$ cat config.mk
export PLATFORM = sky130hd
export DESIGN_NAME = pong_score_display
export DESIGN_NICKNAME = d
export VERILOG_FILES = /design/src/rtl/pong_score_display.sv
export SDC_FILE = /design/constraint.sdc
export NUM_CORES = 1
export LEC_CHECK = 0
export BUFFER_PORTS_ARGS = -buffer_cell sky130_fd_sc_hd__buf_2
export CORE_MARGIN = 8
export CORE_UTILIZATION = 56
export DETAILED_ROUTE_END_ITERATION = 7
export PLACE_DENSITY = 0.81
export SLEW_MARGIN = 20
export SYNTH_ARGS = -nofsm -noshare
export SYNTH_HDL_FRONTEND = slang
export SYNTH_SLANG_ARGS = --single-unit
$ cat constraint.sdc
create_clock -name i_CLK -period 2.5 [get_ports i_CLK]
set_input_delay 0.375 -clock i_CLK [delete_from_list [all_inputs] [get_ports i_CLK]]
set_output_delay 0.375 -clock i_CLK [all_outputs]
set_load 0.02 [all_outputs]
$ cat src/rtl/pong_score_display.sv
// Pong score keeper: synchronised score strobes, PLAY/GAME_OVER control with keyboard
// restart, and a one-cycle seven-segment renderer for both scores with winner blink.
module pong_score_display #(
    parameter int         WIN_SCORE    = 9,
    parameter logic [7:0] RESTART_KEY  = 8'd114,
    parameter logic [9:0] P1_X         = 10'd280,
    parameter logic [9:0] P2_X         = 10'd340,
    parameter logic [9:0] DIGIT_Y      = 10'd20,
    parameter int         DIGIT_W      = 20,
    parameter int         DIGIT_H      = 40,
    parameter int         SEG_T        = 4,
    parameter int         BLINK_FRAMES = 32
) (
    input  logic       i_CLK,
    input  logic       i_RST_N,
    input  logic       i_p1_scored,
    input  logic       i_p2_scored,
    input  logic       i_key_valid,
    input  logic [7:0] i_key_byte,
    input  logic       i_hSync,
    input  logic       i_vSync,
    input  logic [9:0] i_display_x_pos,
    input  logic [9:0] i_display_y_pos,
    output logic [2:0] o_red,
    output logic [2:0] o_green,
    output logic [2:0] o_blue,
    output logic       o_hSync,
    output logic       o_vSync,
    output logic [3:0] o_p1_score,
    output logic [3:0] o_p2_score,
    output logic       o_game_over,
    output logic       o_winner
);

    localparam logic [3:0]  WIN_S      = 4'(WIN_SCORE);
    localparam logic [9:0]  W_S        = 10'(DIGIT_W);
    localparam logic [9:0]  H_S        = 10'(DIGIT_H);
    localparam logic [9:0]  T_S        = 10'(SEG_T);
    localparam logic [9:0]  H2_S       = 10'(DIGIT_H / 2);
    localparam logic [9:0]  TH_S       = 10'(SEG_T / 2);
    localparam logic [15:0] BLINK_LAST = 16'(BLINK_FRAMES - 1);

    typedef enum logic {
        ST_PLAY = 1'b0,
        ST_OVER = 1'b1
    } state_t;

    // Segment bit order is {g,f,e,d,c,b,a}.
    function automatic logic [6:0] seg_decode(input logic [3:0] val);
        logic [6:0] seg;
        case (val)
            4'd0:    seg = 7'b0111111;
            4'd1:    seg = 7'b0000110;
            4'd2:    seg = 7'b1011011;
            4'd3:    seg = 7'b1001111;
            4'd4:    seg = 7'b1100110;
            4'd5:    seg = 7'b1101101;
            4'd6:    seg = 7'b1111101;
            4'd7:    seg = 7'b0000111;
            4'd8:    seg = 7'b1111111;
            4'd9:    seg = 7'b1101111;
            default: seg = 7'b0000000;
        endcase
        return seg;
    endfunction

    function automatic logic digit_lit(input logic [9:0] x, input logic [9:0] y,
                                       input logic [9:0] org_x, input logic [3:0] val);
        logic       in_box;
        logic [9:0] dx;
        logic [9:0] dy;
        logic [6:0] hit;
        in_box = (x >= org_x) && (x < org_x + W_S) && (y >= DIGIT_Y) && (y < DIGIT_Y + H_S);
        dx     = x - org_x;
        dy     = y - DIGIT_Y;
        hit[0] = (dy < T_S);
        hit[1] = (dx >= W_S - T_S) && (dy < H2_S);
        hit[2] = (dx >= W_S - T_S) && (dy >= H2_S);
        hit[3] = (dy >= H_S - T_S);
        hit[4] = (dx < T_S) && (dy >= H2_S);
        hit[5] = (dx < T_S) && (dy < H2_S);
        hit[6] = (dy >= H2_S - TH_S) && (dy < H2_S + TH_S);
        // Region hits are only meaningful inside the box, where dx/dy cannot have wrapped.
        return in_box && (|(seg_decode(val) & hit));
    endfunction

    state_t     state_q, state_d;
    logic [1:0] scored_meta_q, scored_meta_d;
    logic [1:0] scored_sync_q, scored_sync_d;
    logic [1:0] scored_prev_q, scored_prev_d;
    logic [1:0] scored_pulse_q, scored_pulse_d;
    logic [3:0] p1_score_q, p1_score_d;
    logic [3:0] p2_score_q, p2_score_d;
    logic       winner_q, winner_d;
    logic [15:0] frame_cnt_q, frame_cnt_d;
    logic       blink_q, blink_d;
    logic       vsync_prev_q, vsync_prev_d;
    logic [2:0] rgb_q, rgb_d;
    logic       hsync_q, hsync_d;
    logic       vsync_q, vsync_d;

    logic [3:0] p1_inc_s, p2_inc_s;
    logic       p1_win_s, p2_win_s;
    logic       restart_s, vsync_fall_s;
    logic       p1_vis_s, p2_vis_s, lit_s;
    logic       game_over_s;

    // Synchroniser chain and registered rising-edge pulse for both score strobes.
    always_comb begin
        scored_meta_d  = {i_p2_scored, i_p1_scored};
        scored_sync_d  = scored_meta_q;
        scored_prev_d  = scored_sync_q;
        scored_pulse_d = scored_sync_q & ~scored_prev_q;
    end

    // Shared decode of score increments, wins, restart key and frame boundary.
    always_comb begin
        p1_inc_s     = p1_score_q + 4'd1;
        p2_inc_s     = p2_score_q + 4'd1;
        p1_win_s     = scored_pulse_q[0] && (p1_inc_s == WIN_S);
        p2_win_s     = scored_pulse_q[1] && (p2_inc_s == WIN_S);
        restart_s    = i_key_valid && (i_key_byte == RESTART_KEY);
        vsync_fall_s = vsync_prev_q && !i_vSync;
        vsync_prev_d = i_vSync;
    end

    // FSM state register.
    always_ff @(posedge i_CLK or negedge i_RST_N) begin
        if (!i_RST_N) begin
            state_q <= ST_PLAY;
        end else begin
            state_q <= state_d;
        end
    end

    // FSM next-state logic.
    always_comb begin
        state_d = state_q;
        case (state_q)
            ST_PLAY: begin
                if (p1_win_s || p2_win_s) state_d = ST_OVER;
                else                      state_d = ST_PLAY;
            end
            ST_OVER: begin
                if (restart_s) state_d = ST_PLAY;
                else           state_d = ST_OVER;
            end
            default: state_d = ST_PLAY;
        endcase
    end

    // FSM outputs.
    always_comb begin
        game_over_s = (state_q == ST_OVER);
    end

    // Scores, winner and blink timing; the frame counter only runs while the game is over.
    always_comb begin
        p1_score_d  = p1_score_q;
        p2_score_d  = p2_score_q;
        winner_d    = winner_q;
        frame_cnt_d = frame_cnt_q;
        blink_d     = blink_q;
        if (!game_over_s) begin
            frame_cnt_d = 16'd0;
            blink_d     = 1'b0;
            if (scored_pulse_q[0]) p1_score_d = p1_inc_s;
            else                   p1_score_d = p1_score_q;
            if (scored_pulse_q[1]) p2_score_d = p2_inc_s;
            else                   p2_score_d = p2_score_q;
            if (p1_win_s)      winner_d = 1'b0;
            else if (p2_win_s) winner_d = 1'b1;
            else               winner_d = winner_q;
        end else if (restart_s) begin
            p1_score_d  = 4'd0;
            p2_score_d  = 4'd0;
            frame_cnt_d = 16'd0;
            blink_d     = 1'b0;
        end else if (vsync_fall_s) begin
            if (frame_cnt_q == BLINK_LAST) begin
                frame_cnt_d = 16'd0;
                blink_d     = ~blink_q;
            end else begin
                frame_cnt_d = frame_cnt_q + 16'd1;
            end
        end else begin
            frame_cnt_d = frame_cnt_q;
        end
    end

    // Pixel colour for the current raster position.
    always_comb begin
        p1_vis_s = !(game_over_s && blink_q && !winner_q);
        p2_vis_s = !(game_over_s && blink_q && winner_q);
        lit_s    = (p1_vis_s && digit_lit(i_display_x_pos, i_display_y_pos, P1_X, p1_score_q)) ||
                   (p2_vis_s && digit_lit(i_display_x_pos, i_display_y_pos, P2_X, p2_score_q));
        if (lit_s) rgb_d = 3'b111;
        else       rgb_d = 3'b000;
        hsync_d = i_hSync;
        vsync_d = i_vSync;
    end

    // Datapath and output registers.
    always_ff @(posedge i_CLK or negedge i_RST_N) begin
        if (!i_RST_N) begin
            scored_meta_q  <= 2'b00;
            scored_sync_q  <= 2'b00;
            scored_prev_q  <= 2'b00;
            scored_pulse_q <= 2'b00;
            p1_score_q     <= 4'd0;
            p2_score_q     <= 4'd0;
            winner_q       <= 1'b0;
            frame_cnt_q    <= 16'd0;
            blink_q        <= 1'b0;
            vsync_prev_q   <= 1'b0;
            rgb_q          <= 3'b000;
            hsync_q        <= 1'b0;
            vsync_q        <= 1'b0;
        end else begin
            scored_meta_q  <= scored_meta_d;
            scored_sync_q  <= scored_sync_d;
            scored_prev_q  <= scored_prev_d;
            scored_pulse_q <= scored_pulse_d;
            p1_score_q     <= p1_score_d;
            p2_score_q     <= p2_score_d;
            winner_q       <= winner_d;
            frame_cnt_q    <= frame_cnt_d;
            blink_q        <= blink_d;
            vsync_prev_q   <= vsync_prev_d;
            rgb_q          <= rgb_d;
            hsync_q        <= hsync_d;
            vsync_q        <= vsync_d;
        end
    end

    assign o_red       = rgb_q;
    assign o_green     = rgb_q;
    assign o_blue      = rgb_q;
    assign o_hSync     = hsync_q;
    assign o_vSync     = vsync_q;
    assign o_p1_score  = p1_score_q;
    assign o_p2_score  = p2_score_q;
    assign o_game_over = game_over_s;
    assign o_winner    = winner_q;

endmodule

### Word-level counts from Yosys, hierarchy flattened

Memories as Yosys holds them, arrays and structs flattened.
Index checks and enable logic that the tools add are counted.

* flip-flop bits (word level): 40
* bits in read-only memories: 224
* memories: 2

Memory list
* (no name shown): words 16, bits a word 7, read ports 1, clocked after memory_dff 0, write ports 0, RTL line 51 `case (val)`
* (no name shown): words 16, bits a word 7, read ports 1, clocked after memory_dff 0, write ports 0, RTL line 51

* $add $sub $neg: 6
* $lt $le $gt $ge: 16
* equality and inequality tests: 7
* mux-type cells: 19
* bitwise gates (word level): 6
* reduce and logical (&&, ||, !) cells: 41

Operators with widths (count)
* 16-bit two-way mux: 4
* 10-bit by 5-bit >= comparator with 1-bit output, second input constant: 5
* 10-bit by 3-bit < comparator with 1-bit output, second input constant: 3
* 1-bit logical AND: 26
* 10-bit by 9-bit >= comparator with 1-bit output, second input constant: 2
* 10-bit by 5-bit < comparator with 1-bit output, second input constant: 2
* 10-bit by 9-bit < comparator with 1-bit output, second input constant: 2
* 4-bit two-way mux: 5
* 10-bit by 9-bit subtractor with 10-bit output, second input constant: 2
* 16-bit by 1-bit adder with 16-bit output, second input constant: 1
* 16-bit by 5-bit == test with 1-bit output, second input constant: 1
* 7-bit bitwise AND: 2
* 7-bit OR reduction: 2
* 10-bit by 6-bit >= comparator with 1-bit output, second input constant: 1
* 10-bit by 6-bit < comparator with 1-bit output, second input constant: 1
* 10-bit by 5-bit subtractor with 10-bit output, second input constant: 1
* 4-bit by 1-bit adder with 4-bit output, second input constant: 2
* 4-bit == test, second input constant: 2
* 8-bit by 7-bit == test with 1-bit output, second input constant: 1
* 1-bit two-way mux: 8
* 2-bit AND reduction: 4
* 3-bit by 1-bit != test with 1-bit output, second input constant: 2
* 2-bit nonzero test: 3
* 1-bit logical NOT: 4
* 7 further kinds: 9

### Depth between registers and ports, before layout

Gate-level depths: netlist of run 1.

* depth after elaboration: 9
* gate-level depth with buffers: 9
* gate-level depth less buffers: 8

### Worst setup path before layout of run 1

Ideal clock, no wire load.

* path kind: input to register
* start point: input port i_display_x_pos[3]
* end point: register rgb_q[1] (netlist: o_blue[1])
* arrival: 2.121 ns
* data required time: 2.353 ns
* setup slack: 0.232 ns
* stages: 9
* buffers on the path: 1
* cell sequence: buf_2 > inv_1 > ha_1 > a21bo_2 > a211oi_1 > and2_1 > a2111oi_0 > o41ai_1 > o2111ai_1

* word-level cells in the longest chain between the ends: 9
* elaborated cells between the ends (all ways): 34

Ends and longest elaborated chain
* start: declaration: RTL line 22 `input logic [9:0] i_display_x_pos,`
* 10-bit by 9-bit subtractor with 10-bit output: RTL line 74 `dx = x - org_x;`
* 10-bit by 5-bit >= comparator with 1-bit output or 10-bit by 3-bit < comparator with 1-bit output (tied branches)
* 1-bit logical AND (on tied branches)
* 7-bit bitwise AND: RTL line 84 `return in_box && (|(seg_decode(val) & hit));`
* 7-bit OR reduction: RTL line 84
* 1-bit logical AND: RTL line 84
* 1-bit logical AND (on tied branches): RTL line 195, 196
* 1-bit logical OR (*): RTL line 195 `lit_s = (p1_vis_s && digit_lit(i_display_x_pos, i_display_y_pos, P1_X, p1_score_q)) ||`
* named net lit_s: RTL line 105 `logic p1_vis_s, p2_vis_s, lit_s;`
* 3-bit two-way mux (*): RTL line 197 `if (lit_s) rgb_d = 3'b111;`
* end signal: assignment: RTL line 230 `rgb_q <= rgb_d;`
* end: declaration: RTL line 98 `logic [2:0] rgb_q, rgb_d;`

The timed path passes the listed nets; every way through them passes the cells marked *.
A chain may end at the register's enable or synchronous reset.

### Final worst setup path of run 1

* start point: register p1_score_q[1] (netlist: o_p1_score[1])
* end point: register rgb_q[1] (netlist: o_blue[1])

* word-level cells in the longest chain between the ends: 7

Ends and longest elaborated chain
* start: declaration: RTL line 92 `logic [3:0] p1_score_q, p1_score_d;`
* start signal: assignment: RTL line 224 `p1_score_q <= p1_score_d;`
* memory read 16 x 7 bit
* 7-bit bitwise AND: RTL line 84
* 7-bit OR reduction: RTL line 84
* 1-bit logical AND: RTL line 84
* 1-bit logical AND: RTL line 195
* 1-bit logical OR: RTL line 195
* named net lit_s: RTL line 105
* 3-bit two-way mux: RTL line 197

The timed path passes the listed nets, and every way through them passes these cells.

==> results of run 1 <==
==> kinds of logic (layout without fill, tap and decap cells) <==
family / after synthesis / count (layout) / share of synthesized area
AND/OR/NAND/NOR: 125 / 125 / 0.235
AO/OA/AOI/OAI: 87 / 87 / 0.215
flip-flops: 38 / 38 / 0.327
buffers and inverters: 33 / 85 / 0.0543
adder cells (fa/ha/maj): 22 / 22 / 0.0947
XOR/XNOR: 19 / 19 / 0.0599
multiplexers: 4 / 4 / 0.0138
==> worst reg2reg max path: cells and delay by family, from the launching register on <==
family                   cells  cell delay, ps
AO/OA/AOI/OAI                4            1140
adder cells (fa/ha/maj)      1             200
buffers and inverters        1             110
flip-flops                   1             410
AND/OR/NAND/NOR              2             340
==> power groups by stage <==
stage               sequential, mW  clock [mW]  combinational, mW
floorplan                    0.865           0              0.617
global placement             0.845           0              0.901
detailed placement           0.847           0              0.921
CTS                          0.834       0.438              0.930
global route                 0.859       0.461               1.04
finish                       0.836       0.428              0.930
==> per-stage QoR <==
| step | instance area (um^2) | hold WS [ps] | utilization |
|---|---|---|---|
| after floorplan | 2910 | 79.4 | - |
| after global placement | 3220 | 335 | 0.638 |
| after detailed placement | 3220 | 338 | 0.638 |
| after CTS | 3310 | 174 | 0.656 |
| after global routing | 3310 | 168 | 0.656 |
| final | 3310 | 174 | 0.656 |
==> worst min-delay path by stage <==
stage          cells past startpoint          endpoint  slack (ps)
6_report                           1    frame_cnt_q[2]         170
4_1_cts                            1  scored_meta_q[1]         170
2_1_floorplan                      0           blink_q          80
3_3_place_gp                       0  scored_prev_d[1]         340
5_1_grt                            1  scored_meta_q[0]         170
3_5_place_dp                       0  scored_prev_d[1]         340
==> area by class of cell <==
class	count	area [um^2]	share of cell area
Multi-Input combinational cell	257	1800	0.543
Sequential cell	38	951	0.287
Timing Repair Buffer	62	328	0.0991
Tap cell	70	87.6	0.0265
Clock buffer	5	68.8	0.0208
Inverter	15	56.3	0.0170
Clock inverter	3	21.3	0.00643
==> routing by layer <==
layer  up-vias  routed length [um]  GRT usage  part of all wire
li1       1292                   -          -                 -
met5         -                   0          0                 0
met1      1225                2890      0.218              0.42
met2        70                3450      0.323              0.50
met4         0                 156     0.0768             0.022
met3        14                 462     0.0488             0.066
==> flip-flops by register name (all words and copies together) (netlist names) <==
signal,count
blink_q,1
frame_cnt_q,16
o_blue,1
o_game_over,1
o_hSync,1
o_p1_score,4
o_p2_score,4
o_vSync,1
o_winner,1
scored_meta_q,2
scored_prev_d,2
scored_prev_q,2
scored_pulse_q,2
==> cells in the final DEF (no fill, tap or decap), drive strengths merged, types with 8 or more instances in the layout <==
cell	synthesis	layout
o22ai	8	8
o21ai	17	17
buf	11	62
ha	22	22
a21oi	15	15
nor2b	13	13
xnor2	10	10
dfrtp	38	38
nand2	28	28
nand2b	9	9
inv	15	15
nand3	14	14
xor2	9	9
nor2	20	20
==> flow_metrics.tcl, run 1 <==
set metrics [dict create \
    synth_area_mm2 0.00291 \
    r2r_slack_ps 160 \
    vias 2601 \
    crit_path_end "o_blue[1]" \
    cts_made_buffers 5 \
    post-place-ws_ps -9.53 \
    cp_slowest_cell "o41ai_1" \
    clock_latency_ps 300 \
    hold_class "in -> async" \
    r2r_end "o_blue[1]" \
    timing.final.ws_setup_ps 162 \
    powerDensity_mw_per_mm2 663 \
    layout-drive-gt1-share 0.211 \
    power_frac_comb 0.424 \
    synth_nets 385 \
    max_clock_freq_mhz 428 \
    initial_core_util 0.576 \
    async_flop_share 1.00 \
    die_x_um 88.0 \
    grt_overflow 0 \
    cap_violations 0 \
    cts.sinks 38 \
    antenna_left 0 \
    nFillCells 416 \
    clk_pin_slew_ps 80 \
    vdd_drop_max_mv 0.477 \
    cts_root_buffer "clkbuf_8" \
    clock_path_buffers 2 \
    pwr-share-seq 0.381 \
    cp.required_ps 2650 \
    drtIter0Drc 146 \
    diodes 0 \
    ys_seq_elements 38 \
    totalWireLength_um 6970 \
    die_h_um 88.0 \
    die-area_mm2 0.00775 \
    grt_pass1_wl_um 11700 \
    cts_setup_buffers 0 \
    start_kind "flip-flop" \
    dpl.hpwl_um 5400 \
    critPathKind "reg -> reg" \
    switching_share 0.410 \
    yosysWarnings 0 \
    ff2ff_path_depth 8 \
    skew_ps 4.16 \
    r2r_start "o_p1_score[1]" \
    cts_tree "done" \
    grt_pass1_vias 2548 \
    yosys.area.top_type "dfrtp_1" \
    ys_seq_area_frac 0.327 \
    clkPwrFrac 0.195 \
    synth_edf_count 0 \
    first_pass_iters 4 \
    slowest_delay_ps 450 \
    fin_crit_sh 0.935 \
    setup_tns_ps 0 \
    tightestPinTransition_ps 841 \
    dp_cells 442 \
    p_sw_mw 0.900 \
    setup_viol 0 \
    avgSynthCellArea_um2 8.86 \
    routedWlPerCell_um 15.5 \
    crit_fanout 5 \
    gr-usage-all-layers 0.189 \
    crit_chain "inv_1, ha_1, nor2b_1, o311ai_0, nor2b_1, a2111oi_0, o41ai_1, o2111ai_1" \
    netlist.area_leader.share 0.327 \
    ys_types 57 \
    cts_resized 0 \
    htreeDepth 2 \
    gp_congestion 0.896 \
    crit_path_frequent_cell "nor2b_1" \
    drc 0 \
    area_growth_pct 13.9 \
    critPathLaunch "o_p1_score[1]" \
    pin_count 56 \
    status "finished clean" \
    fin_cells 450 \
    via_per_inst 5.78 \
    rsz0062_at_grt "no" \
    total_power_mw 2.19 \
    antenna_found_initial 0 \
    rows 26 \
    crit_buf_inv 1 \
    worst_setup_path_end_kind "flip-flop" \
    worst_ep_arrival_time_ps 2490 \
    slew_headroom 0.439 \
    hold_viol 0 \
    path_depth 8 \
    p_int_mw 1.29 \
    portBuffers 55 \
    synth_area_leaders "dfrtp_1, ha_1, nand2_1" \
    critPathTopFamily "compound AO/OA/AOI/OAI gates" \
    synthCells 328 \
    yosysMostFrequentCell "dfrtp_1" \
    period_needed_ps 2340 \
    holdBufCountCts 0 \
    synth_ff_type "dfrtp_1" \
    cellLeakagePower_nw 1.50 \
    coreArea_mm2 0.00504 \
    finalMaxSlewViolations 0 \
    synth_commonest_cells "dfrtp_1, nand2_1, ha_1" \
    fin_nets 436 \
    grt_max_degree 39 \
]
(Power assumes the default switching activity.)
==> inputs of run 2 (changes only) <==
--- a/config.mk
+++ b/config.mk
@@ -6,7 +6,7 @@
 export NUM_CORES = 1
 export LEC_CHECK = 0
 export BUFFER_PORTS_ARGS = -buffer_cell sky130_fd_sc_hd__buf_2
-export CORE_MARGIN = 8
+export CORE_MARGIN = 2
 export CORE_UTILIZATION = 56
 export DETAILED_ROUTE_END_ITERATION = 7
 export PLACE_DENSITY = 0.81
==> flow_metrics.tcl, run 2 (synthesis results as in run 1) <==
set metrics [dict create \
    pin_count 56 \
    layout-drive-gt1-share 0.213 \
    cts_setup_buffers 0 \
    gp_congestion 0.850 \
    die_x_um 76.0 \
    cellLeakagePower_nw 1.51 \
    initial_core_util 0.576 \
    fin_crit_sh 0.896 \
    slowest_delay_ps 380 \
    holdBufCountCts 0 \
    antenna_left 0 \
    fin_nets 437 \
    top_register "frame_cnt_q" \
    cp_slowest_cell "o41ai_1" \
    cp.required_ps 2660 \
    worst_ep_arrival_time_ps 2400 \
    rows 26 \
    hold_class "in -> async" \
    final_cell_mix "buf_2, dfrtp_1, nand2_1" \
    nFillCells 405 \
    multi_input_area_mm2 0.00180 \
    vdd_drop_max_mv 0.539 \
    ff2ff_path_depth 8 \
    htreeDepth 2 \
    layout.area.seq_um2 951 \
    coreArea_mm2 0.00504 \
    status "finished clean" \
    powerDensity_mw_per_mm2 684 \
    r2r_slack_ps 280 \
    rsz0062_at_grt "no" \
    hold_viol 0 \
    routedWlPerCell_um 14.0 \
    drtIter0Drc 102 \
    start_kind "input port" \
    grt_pass1_vias 2379 \
    cts_root_buffer "clkbuf_8" \
    gr-usage-all-layers 0.226 \
    period_needed_ps 2240 \
    area_growth_pct 15.0 \
    drc 0 \
    setup_viol 0 \
    die-area_mm2 0.00578 \
    crit_buf_inv 2 \
    cap_violations 0 \
    first_pass_iters 5 \
    setup_tns_ps 0 \
    vias 2571 \
    clock_path_buffers 2 \
    cts_resized 0 \
    cts_made_buffers 5 \
    r2r_start "o_p1_score[1]" \
    skew_ps 4.25 \
    tightestPinTransition_ps 841 \
    cts_tree "done" \
    antenna_found_initial 0 \
    max_clock_freq_mhz 446 \
    grt_max_degree 39 \
    critPathTopFamily "compound AO/OA/AOI/OAI gates" \
    diodes 0 \
    r2r_end "o_blue[1]" \
    crit_fanout 12 \
    clk_pin_slew_ps 80 \
    finalMaxSlewViolations 0 \
    worst_setup_path_end_kind "flip-flop" \
    via_per_inst 5.70 \
    cts.sinks 38 \
    timing.final.ws_setup_ps 259 \
    grt_overflow 0 \
    largest_register_ffs 16 \
    die_h_um 76.0 \
    clock_latency_ps 290 \
    total_power_mw 2.29 \
    totalWireLength_um 6310 \
    dpl.hpwl_um 4910 \
    critPathKind "in -> reg" \
    final_common_cell "buf_2" \
    post-place-ws_ps 57.7 \
    slew_headroom 0.439 \
    crit_chain "buf_2, inv_1, ha_1, a21bo_2, a211oi_1, and2_1, a2111oi_0, o41ai_1, o2111ai_1" \
    grt_pass1_wl_um 10800 \
    portBuffers 55 \
]
## run 2: power breakdown
part           switching (mW)  internal (mW)
logic                   0.524          0.398
registers               0.137          0.700
clock network           0.229          0.297
total                   0.891           1.40
## run 2: area by class of cell
cell class	count	share of cell area
well taps	70	0.0262
repair buffers	63	0.100
clock inverters	3	0.0135
multi-input cells	257	0.538
clock buffers	5	0.0206
inverters	15	0.0169
flip-flops and latches	38	0.285
## run 2: stage by stage
stage	instance area (um^2)	utilization	cells	hold slack [ps]
finish	3340	0.663	451	179
CTS	3340	0.663	451	173
detailed placement	3230	0.640	443	347
floorplan	2910	-	328	79.4
global placement	3230	0.640	443	338
global route	3340	0.663	451	166
## run 2: how the worst max path moves through the flow
stage	start	end	slack, ps	depth (start not counted)
after global placement	i_display_x_pos[3]	o_blue[1]	140	9
after floorplan	i_display_x_pos[3]	o_blue[1]	230	9
after CTS	o_p1_score[1]	o_blue[1]	320	8
after global routing	o_p1_score[1]	o_blue[1]	80	8
after detailed placement	i_display_x_pos[3]	o_blue[1]	60	9
final	i_display_x_pos[3]	o_blue[1]	260	9
## run 2: layer usage
metal | vias up | share of wire | track usage
li1 | 1298 | - | -
met1 | 1203 | 0.47 | 0.311
met2 | 61 | 0.48 | 0.366
met3 | 9 | 0.040 | 0.0415
met4 | 0 | 0.013 | 0.0691
met5 | - | 0 | 0
==> inputs of run 3 (changes only) <==
--- a/config.mk
+++ b/config.mk
@@ -6,10 +6,12 @@
 export NUM_CORES = 1
 export LEC_CHECK = 0
 export BUFFER_PORTS_ARGS = -buffer_cell sky130_fd_sc_hd__buf_2
+export CELL_PAD_IN_SITES_DETAIL_PLACEMENT = 1
+export CELL_PAD_IN_SITES_GLOBAL_PLACEMENT = 1
 export CORE_MARGIN = 2
-export CORE_UTILIZATION = 56
+export CORE_UTILIZATION = 42
 export DETAILED_ROUTE_END_ITERATION = 7
-export PLACE_DENSITY = 0.81
+export PLACE_DENSITY_LB_ADDON = 0.1
 export SLEW_MARGIN = 20
 export SYNTH_ARGS = -nofsm -noshare
 export SYNTH_HDL_FRONTEND = slang
==> flow_metrics.tcl, run 3 (synthesis results as in run 1) <==
set metrics [dict create \
    placed_cell_area_mm2 0.00325 \
    period_needed_ps 2170 \
    holdBufCountCts 0 \
    tightestPinTransition_ps 836 \
    start_kind "flip-flop" \
    crit_fanout 7 \
    clk_pin_slew_ps 70 \
    grt_pass1_vias 2676 \
    clock_latency_ps 290 \
    critPathLaunch "frame_cnt_q[0]" \
    status "finished clean" \
    cts_made_buffers 5 \
    antenna_found_initial 0 \
    rsz0062_at_grt "no" \
    largest_register_ffs 16 \
    drtIter0Drc 56 \
    vdd_drop_max_mv 0.378 \
    pin_count 56 \
    final_common_cell "buf_2" \
    clkPwrFrac 0.194 \
    total_power_mw 2.22 \
    hold_class "in -> async" \
    grt_overflow 0 \
    cts_setup_buffers 0 \
    dp_cells 454 \
    switching_share 0.404 \
    routedWlPerCell_um 16.2 \
    clock_path_buffers 2 \
    cellLeakagePower_nw 1.51 \
    nFillCells 810 \
    first_pass_iters 4 \
    die_x_um 87.2 \
    layout.area.seq_um2 951 \
    finalMaxSlewViolations 0 \
    dpl.hpwl_um 5930 \
    die_h_um 87.2 \
    power_frac_comb 0.428 \
    final_core_util 0.494 \
    grt_pass1_wl_um 12700 \
    drc 0 \
    setup_viol 0 \
    slew_headroom 0.443 \
    hold_viol 0 \
    critPathKind "reg -> reg" \
    grt_max_degree 39 \
    final_cell_mix "buf_2, dfrtp_1, nand2_1" \
    final_area_mm2 0.00334 \
    gp_congestion 0.803 \
    layout-drive-gt1-share 0.212 \
    top_register "frame_cnt_q" \
    cts_tree "done" \
    cts.sinks 38 \
    fin_crit_sh 0.870 \
    initial_core_util 0.430 \
    htreeDepth 2 \
    antenna_left 0 \
    p_sw_mw 0.896 \
    gr-usage-all-layers 0.209 \
    via_per_inst 5.62 \
    setup_tns_ps 0 \
    vias 2595 \
    pwr-share-seq 0.378 \
    portBuffers 55 \
    area_growth_pct 14.9 \
    max_clock_freq_mhz 460 \
    skew_ps 4.04 \
    cts_root_buffer "clkbuf_8" \
    coreArea_mm2 0.00676 \
    multi_input_area_mm2 0.00180 \
    worst_ep_arrival_time_ps 2350 \
    die-area_mm2 0.00760 \
    powerDensity_mw_per_mm2 665 \
    worst_setup_path_end_kind "flip-flop" \
    cap_violations 0 \
    diodes 0 \
    fin_nets 438 \
    p_int_mw 1.32 \
    cp.required_ps 2680 \
    totalWireLength_um 7490 \
    rows 30 \
    r2r_start "frame_cnt_q[0]" \
    fin_cells 462 \
]
run 3: cell types whose count changed in the layout (fill, tap and decap cells not counted), sizes merged:
| cell | before | now |
|---|---|---|
| buf | 63 | 64 |
| clkinv | 0 | 1 |
| clkinvlp | 2 | 0 |
| clkbuf | 5 | 7 |
| bufinv | 1 | 0 |
run 3: timing repair:
item,4_1_cts,5_1_grt
endpoints found under the hold margin,0,0
resized for setup,0,1
setup endpoints to repair,0,1
run 3: layer usage:
layer	wire (um)	track usage	vias to the layer above
li1	-	-	1294
met1	3350	0.258	1245
met2	3820	0.378	47
met3	204	0.0313	9
met4	125	0.0615	0
met5	0	0	-
run 3: stage by stage:
step                hold WS (ps)  worst slack [ps]
finish                       189               326
global placement             333               179
floorplan                   79.4               232
CTS                          183               269
global route                 183               107
detailed placement           337              59.5
run 3: power groups by stage:
stage	Clock (mW)	Sequential (mW)	Combinational [mW]
final	0.431	0.840	0.949
after global routing	0.472	0.860	1.08
after CTS	0.451	0.842	0.961
after detailed placement	0	0.857	0.956
after global placement	0	0.851	0.931
after floorplan	0	0.865	0.617
run 3: final cells by class:
cell class / count / area share
multi-input cells: 257 / 0.538
clock inverters: 1 / 0.00150
flip-flops and latches: 38 / 0.285
inverters: 15 / 0.0169
well taps: 80 / 0.0300
clock buffers: 7 / 0.0259
repair buffers: 64 / 0.103
run 3: worst max-delay path, stage by stage (launching register included):
cell and delay (ps):
dfrtp_1 430, ha_1 250, and4_1 260, nand4_1 200, nand2b_1 210, or2_2 390, o41ai_1 330
run 3: final timing paths:
path	endpoint	slack, ps	depth (start not counted)
max	frame_cnt_q[5]	330	6
min	scored_meta_q[1]	190	1
max reg2reg	frame_cnt_q[5]	330	6
min reg2reg	scored_prev_d[0]	350	0
max in group asynchronous	frame_cnt_q[8]	1790	1
min in group i_CLK	scored_meta_q[1]	190	1
